$ cat config.mk
export PLATFORM = sky130hd
export DESIGN_NAME = spi_slave_param
export DESIGN_NICKNAME = d
export VERILOG_FILES = /design/src/rtl/spi_slave_param.sv
export SDC_FILE = /design/constraint.sdc
export NUM_CORES = 1
export LEC_CHECK = 0
export ABC_CLOCK_PERIOD_IN_PS = 1550
export BUFFER_PORTS_ARGS = -buffer_cell sky130_fd_sc_hd__buf_2
export CORE_UTILIZATION = 40
export DETAILED_ROUTE_END_ITERATION = 8
export PLACE_DENSITY = 0.72
export SLEW_MARGIN = 20
export SYNTH_ARGS = -nofsm -noshare
export SYNTH_HDL_FRONTEND = slang
export SYNTH_SLANG_ARGS = --single-unit
export TNS_END_PERCENT = 20
$ cat constraint.sdc
create_clock -name clk -period 1.55 [get_ports clk]
set_input_delay 0.0775 -clock clk [delete_from_list [all_inputs] [get_ports clk]]
set_output_delay 0.0775 -clock clk [all_outputs]
set_load 0.01 [all_outputs]
$ cat src/rtl/spi_slave_param.sv
// Parameterised SPI-style frame slave: receives {cmd[1:0], payload} frames and serves read data.
// Define SPI_SLAVE_ERR_EN to add the err_o pulse output.
module spi_slave_param #(
    parameter int unsigned DATA_SIZE  = 8,
    parameter int unsigned TX_TIMEOUT = 15
) (
    input  logic                 clk,
    input  logic                 rst_n,
    input  logic                 ss_n_i,
    input  logic                 mosi_i,
    output logic                 miso_o,
    input  logic [DATA_SIZE-1:0] tx_data_i,
    input  logic                 tx_valid_i,
    output logic [DATA_SIZE+1:0] rx_data_o,
    output logic                 rx_valid_o,
`ifdef SPI_SLAVE_ERR_EN
    output logic                 err_o,
`endif
    output logic                 busy_o
);

    localparam int unsigned FrameLen = DATA_SIZE + 2;
    localparam int unsigned CntW     = $clog2(FrameLen + 1);
    localparam int unsigned TmrW     = $clog2(TX_TIMEOUT + 1);

    localparam logic [2:0] StIdle   = 3'd0;
    localparam logic [2:0] StCmd    = 3'd1;
    localparam logic [2:0] StShift  = 3'd2;
    localparam logic [2:0] StWaitTx = 3'd3;
    localparam logic [2:0] StSend   = 3'd4;
    localparam logic [2:0] StDone   = 3'd5;

    logic [2:0]           state_q, state_d;
    logic [CntW-1:0]      cnt_q, cnt_d;
    logic [TmrW-1:0]      tmr_q, tmr_d;
    logic [FrameLen-2:0]  shift_q, shift_d;
    logic [DATA_SIZE-1:0] tx_sh_q, tx_sh_d;
    logic                 miso_q, miso_d;
    logic [FrameLen-1:0]  rx_data_q, rx_data_d;
    logic                 rx_valid_q, rx_valid_d;
    logic                 rd_addr_done_q, rd_addr_done_d;

    // The bit on mosi_i at the last edge completes the frame together with the shifted bits.
    logic [FrameLen-1:0] frame;
    logic [1:0]          cmd;
    logic                frame_end;
    logic                tmr_expired;

    assign frame       = {shift_q, mosi_i};
    assign cmd         = frame[FrameLen-1 -: 2];
    assign frame_end   = (state_q == StShift) && (cnt_q == CntW'(FrameLen - 1));
    assign tmr_expired = (tmr_q == TmrW'(TX_TIMEOUT - 1));

    always_comb begin
        state_d        = state_q;
        cnt_d          = cnt_q;
        tmr_d          = tmr_q;
        shift_d        = shift_q;
        tx_sh_d        = tx_sh_q;
        miso_d         = 1'b0;
        rx_data_d      = rx_data_q;
        rx_valid_d     = 1'b0;
        rd_addr_done_d = rd_addr_done_q;

        if (ss_n_i) begin
            // Deselect wins over everything; partial frames are dropped.
            state_d = StIdle;
            cnt_d   = '0;
            tmr_d   = '0;
        end else begin
            unique case (state_q)
                StIdle: begin
                    state_d = StCmd;
                    cnt_d   = '0;
                end
                StCmd: begin
                    shift_d = {shift_q[FrameLen-3:0], mosi_i};
                    cnt_d   = CntW'(1);
                    state_d = StShift;
                end
                StShift: begin
                    if (frame_end) begin
                        rx_data_d  = frame;
                        rx_valid_d = 1'b1;
                        cnt_d      = '0;
                        tmr_d      = '0;
                        if (cmd == 2'b11) begin
                            if (rd_addr_done_q) begin
                                rd_addr_done_d = 1'b0;
                                state_d        = StWaitTx;
                            end else begin
                                state_d = StDone;
                            end
                        end else begin
                            if (cmd == 2'b10) begin
                                rd_addr_done_d = 1'b1;
                            end
                            state_d = StDone;
                        end
                    end else begin
                        shift_d = {shift_q[FrameLen-3:0], mosi_i};
                        cnt_d   = cnt_q + CntW'(1);
                    end
                end
                StWaitTx: begin
                    if (tx_valid_i) begin
                        tx_sh_d = {tx_data_i[DATA_SIZE-2:0], 1'b0};
                        miso_d  = tx_data_i[DATA_SIZE-1];
                        cnt_d   = '0;
                        tmr_d   = '0;
                        state_d = StSend;
                    end else if (tmr_expired) begin
                        tmr_d   = '0;
                        state_d = StDone;
                    end else begin
                        tmr_d = tmr_q + TmrW'(1);
                    end
                end
                StSend: begin
                    if (cnt_q == CntW'(DATA_SIZE - 1)) begin
                        cnt_d   = '0;
                        state_d = StDone;
                    end else begin
                        miso_d  = tx_sh_q[DATA_SIZE-1];
                        tx_sh_d = {tx_sh_q[DATA_SIZE-2:0], 1'b0};
                        cnt_d   = cnt_q + CntW'(1);
                    end
                end
                StDone: begin
                    state_d = StDone;
                end
                default: begin
                    state_d = StIdle;
                end
            endcase
        end
    end

    always_ff @(posedge clk or negedge rst_n) begin
        if (!rst_n) begin
            state_q        <= StIdle;
            cnt_q          <= '0;
            tmr_q          <= '0;
            shift_q        <= '0;
            tx_sh_q        <= '0;
            miso_q         <= 1'b0;
            rx_data_q      <= '0;
            rx_valid_q     <= 1'b0;
            rd_addr_done_q <= 1'b0;
        end else begin
            state_q        <= state_d;
            cnt_q          <= cnt_d;
            tmr_q          <= tmr_d;
            shift_q        <= shift_d;
            tx_sh_q        <= tx_sh_d;
            miso_q         <= miso_d;
            rx_data_q      <= rx_data_d;
            rx_valid_q     <= rx_valid_d;
            rd_addr_done_q <= rd_addr_done_d;
        end
    end

`ifdef SPI_SLAVE_ERR_EN
    logic err_q, err_d;
    logic abort_evt, timeout_evt, noaddr_evt;

    assign abort_evt   = ss_n_i && ((state_q == StCmd) || (state_q == StShift) ||
                                    (state_q == StWaitTx) || (state_q == StSend));
    assign timeout_evt = !ss_n_i && (state_q == StWaitTx) && !tx_valid_i && tmr_expired;
    assign noaddr_evt  = !ss_n_i && frame_end && (cmd == 2'b11) && !rd_addr_done_q;

    always_comb begin
        err_d = abort_evt || timeout_evt || noaddr_evt;
    end

    always_ff @(posedge clk or negedge rst_n) begin
        if (!rst_n) begin
            err_q <= 1'b0;
        end else begin
            err_q <= err_d;
        end
    end

    assign err_o = err_q;
`endif

    assign miso_o     = miso_q;
    assign rx_data_o  = rx_data_q;
    assign rx_valid_o = rx_valid_q;
    assign busy_o     = (state_q != StIdle);

endmodule

==> flow_summary_export.csv, run 1 <==
group,metric,value,unit
cells_and_area,drive_gt1_share,45.71,%
clock_network,ctsLongestPathBuffers,2,
route,firstDrtPassIters,4,
timing,setup_viol,18,
worst_setup_path,required,1.73,ns
logic_synthesis,async_reset_ff_share,100.0,%
timing,slew_violations,0,
worst_setup_path,startpoint,"state_q[0]$_DFFE_PN0P_",
clock_network,clkLatencyLatePin,0.29,ns
worst_setup_path,crit_arrival,1.87,ns
power,ir_drop,696.1,uV
route,wl_per_cell,14.49,um
power,switching_power,933.5,uW
timing,max-slew-margin-rel,79.04,%
logic_synthesis,ys_seq_area_share,50.19,%
grt,overflow,0,
route,top_layer_used,"met4",
cells_and_area,regArea,0.001003,mm^2
worst_setup_path,path_max_fanout,5,
worst_setup_path,crit_end,"shift_q[3]$_DFFE_PN0P_",
power,pwr-share-comb,31.4,%
logic_synthesis,ys_warn_count,0,
timing,min_period_over_period,108.8,%
worst_setup_path,startpoint_type,"flop",
grt,grt_max_degree,41,
logic_synthesis,yosys.area.top_type,"dfrtp_1",
worst_setup_path,cp-end-kind,"flop",
placed_design,place.gp.congestion,0.8076,
floorplanning,row_count,25,
power,power.internal,2188,uW
worst_setup_path,rr_endpoint,"shift_q[3]$_DFFE_PN0P_",
run,drv_cap,0,
logic_synthesis,synth_area,0.001994,mm^2
timing,fmax,593.2,MHz
logic_synthesis,synthTopCellsByArea,"dfrtp_1 (50%), nand2_1 (7.5%), mux2_4 (6.8%), mux2_2 (6.8%), ha_1 (2.5%)",
min_path,hp-class,"in -> reg",
cells_and_area,fin_nets,262,
timing,skew,0.003721,ns
cells_and_area,final_area,0.002684,mm^2
power,p_sw_share,29.91,%
route,wl_met1,1.992,mm
power,power.leakage,0.001373,uW
floorplanning,die_area,0.005272,mm^2
placed_design,placed_cells,299,
power,p_total,3121,uW
logic_synthesis,yosysUniqueCellTypes,44,
logic_synthesis,syn-num-nets,202,
floorplanning,die_w,72.61,um
cells_and_area,area_growth,34.57,%
placed_design,dp_slack,-0.1308,ns
timing,setup_slack,-0.1359,ns
clock_network,htreeDepth,2,
grt,track_usage,18.12,%
worst_setup_path,r2r-start,"state_q[0]$_DFFE_PN0P_",
floorplanning,initial_utilization,41.95,%
route,ant_nets,0,
floorplanning,coreArea,0.004755,mm^2
power,pwr-share-clk,21.6,%
logic_synthesis,syn-instance-count,185,
clock_network,path_clk_slew,0.08,ns
cells_and_area,fillCellCount,411,
timing,worst_pin_slew,0.3110,ns
worst_setup_path,rr_worst_depth,5,
placed_design,placed_area,0.002407,mm^2
logic_synthesis,synth_edf_count,0,
outcome,status,"finished, violations left",
power,power_frac_seq,47.0,%
route,vias_per_cell,5.077,
timing,finalHoldViolations,0,
route,drt_wl_total,4.520,mm
logic_synthesis,synth-main-ff-cell,"dfrtp_1",
logic_synthesis,yosys-top-cells-count,"dfrtp_1 (40), nand2_1 (40), mux2_2 (12)",
logic_synthesis,synth_seq_cells,40,
route,drt_iter0_markers,51,
route,vias,1584,
clock_network,clock_sinks,40,
logic_synthesis,syn_area_per_cell,10.78,um^2
placed_design,hpwl,2.882,mm
floorplanning,pin_count,26,
power,p_per_area,1163,mW/mm^2
route,post-route-drc-count,0,
cells_and_area,multi_input_area,0.001036,mm^2
grt,grt_pass1_vias,1560,
clock_network,tritoncts,"built",
route,wl_met2,2.210,mm
placed_design,port_buffers,25,
worst_setup_path,worstSetupPathType,"reg -> reg",
cells_and_area,fin_cells,312,
grt,antenna_found_initial,0,
timing,grt_setup_unrepaired,"yes",
outcome,violations,"negative setup slack",
floorplanning,chipHeight,72.61,um
grt,grt_pass1_wl,7.079,mm
cells_and_area,n_antenna_cell,0,
timing,post-route-min-period,1.686,ns
clock_network,cts_inserted_buffers,5,
logic_synthesis,synth_top_area_share,50.19,%
route,met3_length,188,um
clock_network,cts_root_buf,"clkbuf_8",
worst_setup_path,ff2ff_setup_slack,-0.14,ns
-- per-stage QoR --
step / hold slack, ns / TNS [ns] / util, %
finish: 0.02059 / -1.543 / 56.45
global route: 0.02516 / -2.381 / 56.45
CTS: 0.02331 / -1.469 / 54.03
detailed placement: 0.06629 / -1.891 / 50.63
global placement: 0.06316 / -1.518 / 50.63
floorplan: -0.2181 / -1.110 / -
-- what timing repair did --
item / CTS / global route
setup endpoints to repair: 23 / 33
cloned: 0 / 1
endpoints found under the hold margin: 41 / 0
pin swaps: 2 / 2
gates resized for setup: 12 / 20
hold buffers: 2 / 0
setup buffers: 2 / 1
-- layout make-up --
type | count | share of cell area [%]
clock buffers | 5 | 2.564
flip-flops and latches | 40 | 37.39
clock inverters | 2 | 0.4662
repair buffers | 60 | 16.60
well taps | 67 | 3.124
multi-input cells | 129 | 38.60
inverters | 9 | 1.259
-- how the worst min path moves through the flow --
stage / slack, ns / cells after the start / from / end
2_1_floorplan: -0.22 / 0 / rst_n / cnt_q[0]$_DFFE_PN0P_
3_3_place_gp: 0.06 / 2 / rst_n / rx_data_o[6]$_DFFE_PN0P_
3_5_place_dp: 0.07 / 2 / rst_n / rx_data_o[6]$_DFFE_PN0P_
4_1_cts: 0.02 / 3 / tx_data_i[0] / tx_sh_q[1]$_DFFE_PN0P_
5_1_grt: 0.03 / 3 / tx_data_i[0] / tx_sh_q[1]$_DFFE_PN0P_
6_report: 0.02 / 3 / tx_data_i[0] / tx_sh_q[1]$_DFFE_PN0P_
-- cells by family after synthesis --
group           count (synthesis)  synth area share (%)
compound gates                 30                 10.79
simple gates                   72                 18.19
flops                          40                 50.19
mux                            23                 14.55
buf+inv                        16                 3.764
fa+ha+maj                       4                 2.510
-- registers in the layout, summed over array words and instances (netlist names) --
register,flops
rx_valid_o,1
tmr_q,4
state_q,3
rx_data_o,10
cnt_q,4
miso_o,1
shift_q,9
rd_addr_done_q,1
tx_sh_q,7
-- metal layers --
layer	up-vias	GRT usage (%)
met5	-	0
met1	780	23.49
met2	33	28.35
met4	0	10.46
met3	12	3.591
li1	759	-
-- power groups by stage --
stage	clock network, uW	registers, uW	logic, uW
CTS	695	1450	865
detailed placement	0	1470	805
floorplan	0	1410	578
global route	725	1500	1060
finish	674	1470	980
global placement	0	1460	785
-- layout by cell type, fill, tap and decap left out, drive strengths merged, types with 2 or more instances in the layout --
cell	count
a22o	2
ha	4
buf	58
a21oi	9
nor3	2
nand2b	3
dfrtp	40
a21o	2
or3	4
mux2	21
o21ai	4
nor2	4
nand4	2
a31oi	3
clkbuf	5
and2b	4
a31o	2
nand3	6
inv	9
dlygate4sd3	2
mux2i	2
nand3b	3
nand2	40
-- worst max-delay path, stage by stage, from the launching register on --
cell and delay [ns]:
dfrtp_2 0.45, and2b_4 0.27, a21oi_2 0.06, or3_4 0.35
buf_6 0.15, mux2_4 0.29
Power figures use the tool's default switching activity.
==> inputs of run 2 (changes only) <==
Settings changed: ABC_AREA set to 1.
==> run 2 against run 1 <==
  * The flow now finishes without violations
  * Sequential power is 5% lower
  * Hold slack gained 0.0080 ns
  * Clock-buffer cell count stayed put
  * Final area down 7.0%
  * Via count grew 4.7%
==> flow_summary_export.csv, run 2 <==
group,metric,value,unit
logic_synthesis,yosys-top-cells-count,"nand2_1 (92), dfrtp_1 (40), inv_1 (22), nand3_1 (22), o21ai_0 (12)",
power,p_sw_share,37.40,%
cells_and_area,fillCellCount,497,
floorplanning,pin_count,26,
route,post-route-drc-count,0,
route,drt_wl_total,3.990,mm
route,drt_iter0_markers,102,
clock_network,tritoncts,"built",
clock_network,clock_sinks,40,
clock_network,cts_root_buf,"clkbuf_8",
floorplanning,row_count,25,
floorplanning,coreArea,0.004880,mm^2
logic_synthesis,async_reset_ff_share,100.0,%
clock_network,clkLatencyLatePin,0.30,ns
logic_synthesis,synth-main-ff-cell,"dfrtp_1",
timing,min_period_over_period,94.40,%
power,p_per_area,1281,mW/mm^2
grt,track_usage,16.54,%
min_path,hp-class,"in -> reg",
worst_setup_path,path_buf_inv,2,
placed_design,placed_cells,348,
worst_setup_path,rr_worst_depth,10,
logic_synthesis,synth_seq_cells,40,
logic_synthesis,yosysUniqueCellTypes,28,
worst_setup_path,cp.depth,10,
power,ir_drop,589.5,uV
timing,worst_pin_slew,0.6360,ns
floorplanning,initial_utilization,42.87,%
worst_setup_path,timing.critical_path.max_delay_family,"simple AND/OR/NAND/NOR gates",
grt,grt_max_degree,29,
logic_synthesis,ys_seq_area_share,47.85,%
clock_network,path_clk_slew,0.08,ns
run,drv_cap,0,
worst_setup_path,cp_slowest_cell,"dfrtp_1",
power,power_frac_seq,43.7,%
logic_synthesis,yosys.area.top_type,"dfrtp_1",
timing,tns,0,ns
logic_synthesis,synthTopCellsByArea,"dfrtp_1 (48%), nand2_1 (17%), nand3_1 (5.3%), inv_1 (3.9%), o21ai_2 (3.8%)",
route,wl_per_cell,11.11,um
grt,grt_pass1_wl,6.796,mm
cells_and_area,n_antenna_cell,0,
cells_and_area,final_area,0.002495,mm^2
power,power.internal,2000,uW
route,ant_nets,0,
min_path,hold_start,"mosi_i",
worst_setup_path,cp-end-kind,"flop",
logic_synthesis,synth_area,0.002092,mm^2
worst_setup_path,required,1.74,ns
grt,overflow,0,
power,pwr-share-comb,35.2,%
cells_and_area,largest_reg_flops,10,
worst_setup_path,r2r-start,"cnt_q[1]$_DFFE_PN0P_",
logic_synthesis,synth.most_common_cell,"nand2_1",
logic_synthesis,synth_top_area_share,47.85,%
timing,post-route-min-period,1.463,ns
worst_setup_path,worstSetupPathType,"reg -> reg",
worst_setup_path,cp_cell_sequence,"buf_4 > ha_1 > nand2_1 > inv_1 > nand2_2 > nand2_2 > nand2_4 > nand2_4 > nand2_1 > o21ai_1",
timing,skew,0.005823,ns
outcome,status,"complete, no violations",
route,firstDrtPassIters,4,
timing,setup_slack,0.08681,ns
clock_network,htreeDepth,2,
worst_setup_path,startpoint,"cnt_q[1]$_DFFE_PN0P_",
grt,grt_pass1_vias,1519,
worst_setup_path,path_max_fanout,8,
power,pwr-share-clk,21.1,%
timing,setup_viol,0,
cells_and_area,layout_commonest_cell,"nand2_1",
logic_synthesis,syn_area_per_cell,8.368,um^2
timing,fmax,683.4,MHz
worst_setup_path,startpoint_type,"flop",
worst_setup_path,cp_slowest_stage_delay,0.40,ns
cells_and_area,fin_nets,309,
floorplanning,chipHeight,74.32,um
route,vias,1659,
cells_and_area,area_growth,19.26,%
timing,max-slew-margin-rel,57.60,%
clock_network,ctsLongestPathBuffers,2,
min_path,whs_path_depth,3,
timing,slew_violations,0,
power,power.leakage,0.001351,uW
cells_and_area,fin_cells,359,
placed_design,place.gp.congestion,0.8267,
cells_and_area,drive_gt1_share,27.40,%
clock_network,cts_inserted_buffers,5,
placed_design,dp_slack,0.02772,ns
logic_synthesis,synth_edf_count,0,
cells_and_area,mostFrequentLayoutCells,"nand2_1 (91), dfrtp_1 (40), buf_2 (25)",
floorplanning,die_area,0.005523,mm^2
placed_design,hpwl,2.989,mm
power,switching_power,1195,uW
logic_synthesis,ys_warn_count,0,
logic_synthesis,syn-instance-count,250,
worst_setup_path,crit_arrival,1.65,ns
placed_design,port_buffers,25,
timing,finalHoldViolations,0,
grt,antenna_found_initial,0,
route,vias_per_cell,4.621,
placed_design,placed_area,0.002354,mm^2
logic_synthesis,syn-num-nets,267,
floorplanning,die_w,74.32,um
==> run 2: changes by cell type in the layout (fill, tap and decap cells not counted), moves of 7 or more <==
cell,before,now
buf_4,26,12
o21ai_0,3,11
nand3_1,4,22
nand2_1,39,91
mux2_4,14,0
o21ai_2,0,9
mux2_2,7,0
inv_1,9,22
==> run 2: path summary, 6_finish.rpt <==
kind	endpoint	slack, ns
max in group asynchronous	rx_data_o[6]$_DFFE_PN0P_	0.65
hold / removal	shift_q[0]$_DFFE_PN0P_	0.03
hold reg to reg	tx_sh_q[2]$_DFFE_PN0P_	0.48
setup reg to reg	tx_sh_q[1]$_DFFE_PN0P_	0.09
min in group asynchronous	tmr_q[2]$_DFFE_PN0P_	0.33
setup / recovery	tx_sh_q[1]$_DFFE_PN0P_	0.09
==> run 2: layout make-up <==
cell class / instances / area [um^2] / share of cell area (%)
inverter: 27 / 106.4 / 4.263
clock inverter: 2 / 12.51 / 0.5015
timing repair buffer: 40 / 265.3 / 10.63
tap: 67 / 83.83 / 3.360
multi-input combinational: 178 / 957.2 / 38.37
sequential: 40 / 1001 / 40.12
clock buffer: 5 / 68.82 / 2.758
==> run 2: per-layer routing <==
metal | vias up | track usage [%] | part of all wire, %
met2 | 29 | 26.36 | 47
li1 | 878 | - | -
met1 | 747 | 21.88 | 48
met5 | - | 0 | 0
met3 | 5 | 3.252 | 3.5
met4 | 0 | 7.547 | 1.4
==> run 2: kinds of logic (layout without fill, tap and decap cells) <==
kind of cell | after synthesis | count (layout) | synth area share (%)
and+or+nand+nor | 146 | 146 | 34.15
DFF | 40 | 40 | 47.85
buffers and inverters | 32 | 74 | 7.117
AOI/OAI and AO/OA | 27 | 27 | 8.075
adders and majority gates | 4 | 4 | 2.392
xor gates and xnor gates | 1 | 1 | 0.4187
==> run 2: power by group through the flow <==
stage               sequential (uW)  combinational [uW]  clock (uW)
floorplan                      1420                 780           0
global placement               1410                1040           0
detailed placement             1420                1060           0
CTS                            1400                1070         686
global route                   1430                1270         723
finish                         1400                1130         674
==> run 2: what timing repair did <==
| action | CTS | global route |
|---|---|---|
| endpoints found under the hold margin | 26 | 0 |
| setup endpoints to repair | 0 | 22 |
| buffers inserted | 0 | 3 |
| hold buffers | 1 | 0 |
| resized for setup | 0 | 4 |
==> run 2: tightest hold or removal path, cell delays in order <==
cell	delay [ns]
buf_2	0.09
inv_1	0.07
o21ai_2	0.06
==> run 2: metrics by stage <==
step | total power (uW) | hold slack [ns] | utilization (%)
CTS | 3153 | 0.02965 | 50.10
global route | 3418 | 0.04047 | 51.13
finish | 3195 | 0.02858 | 51.13
floorplan | 2202 | -0.2181 | -
detailed placement | 2481 | 0.1314 | 48.23
global placement | 2450 | 0.1291 | 48.23
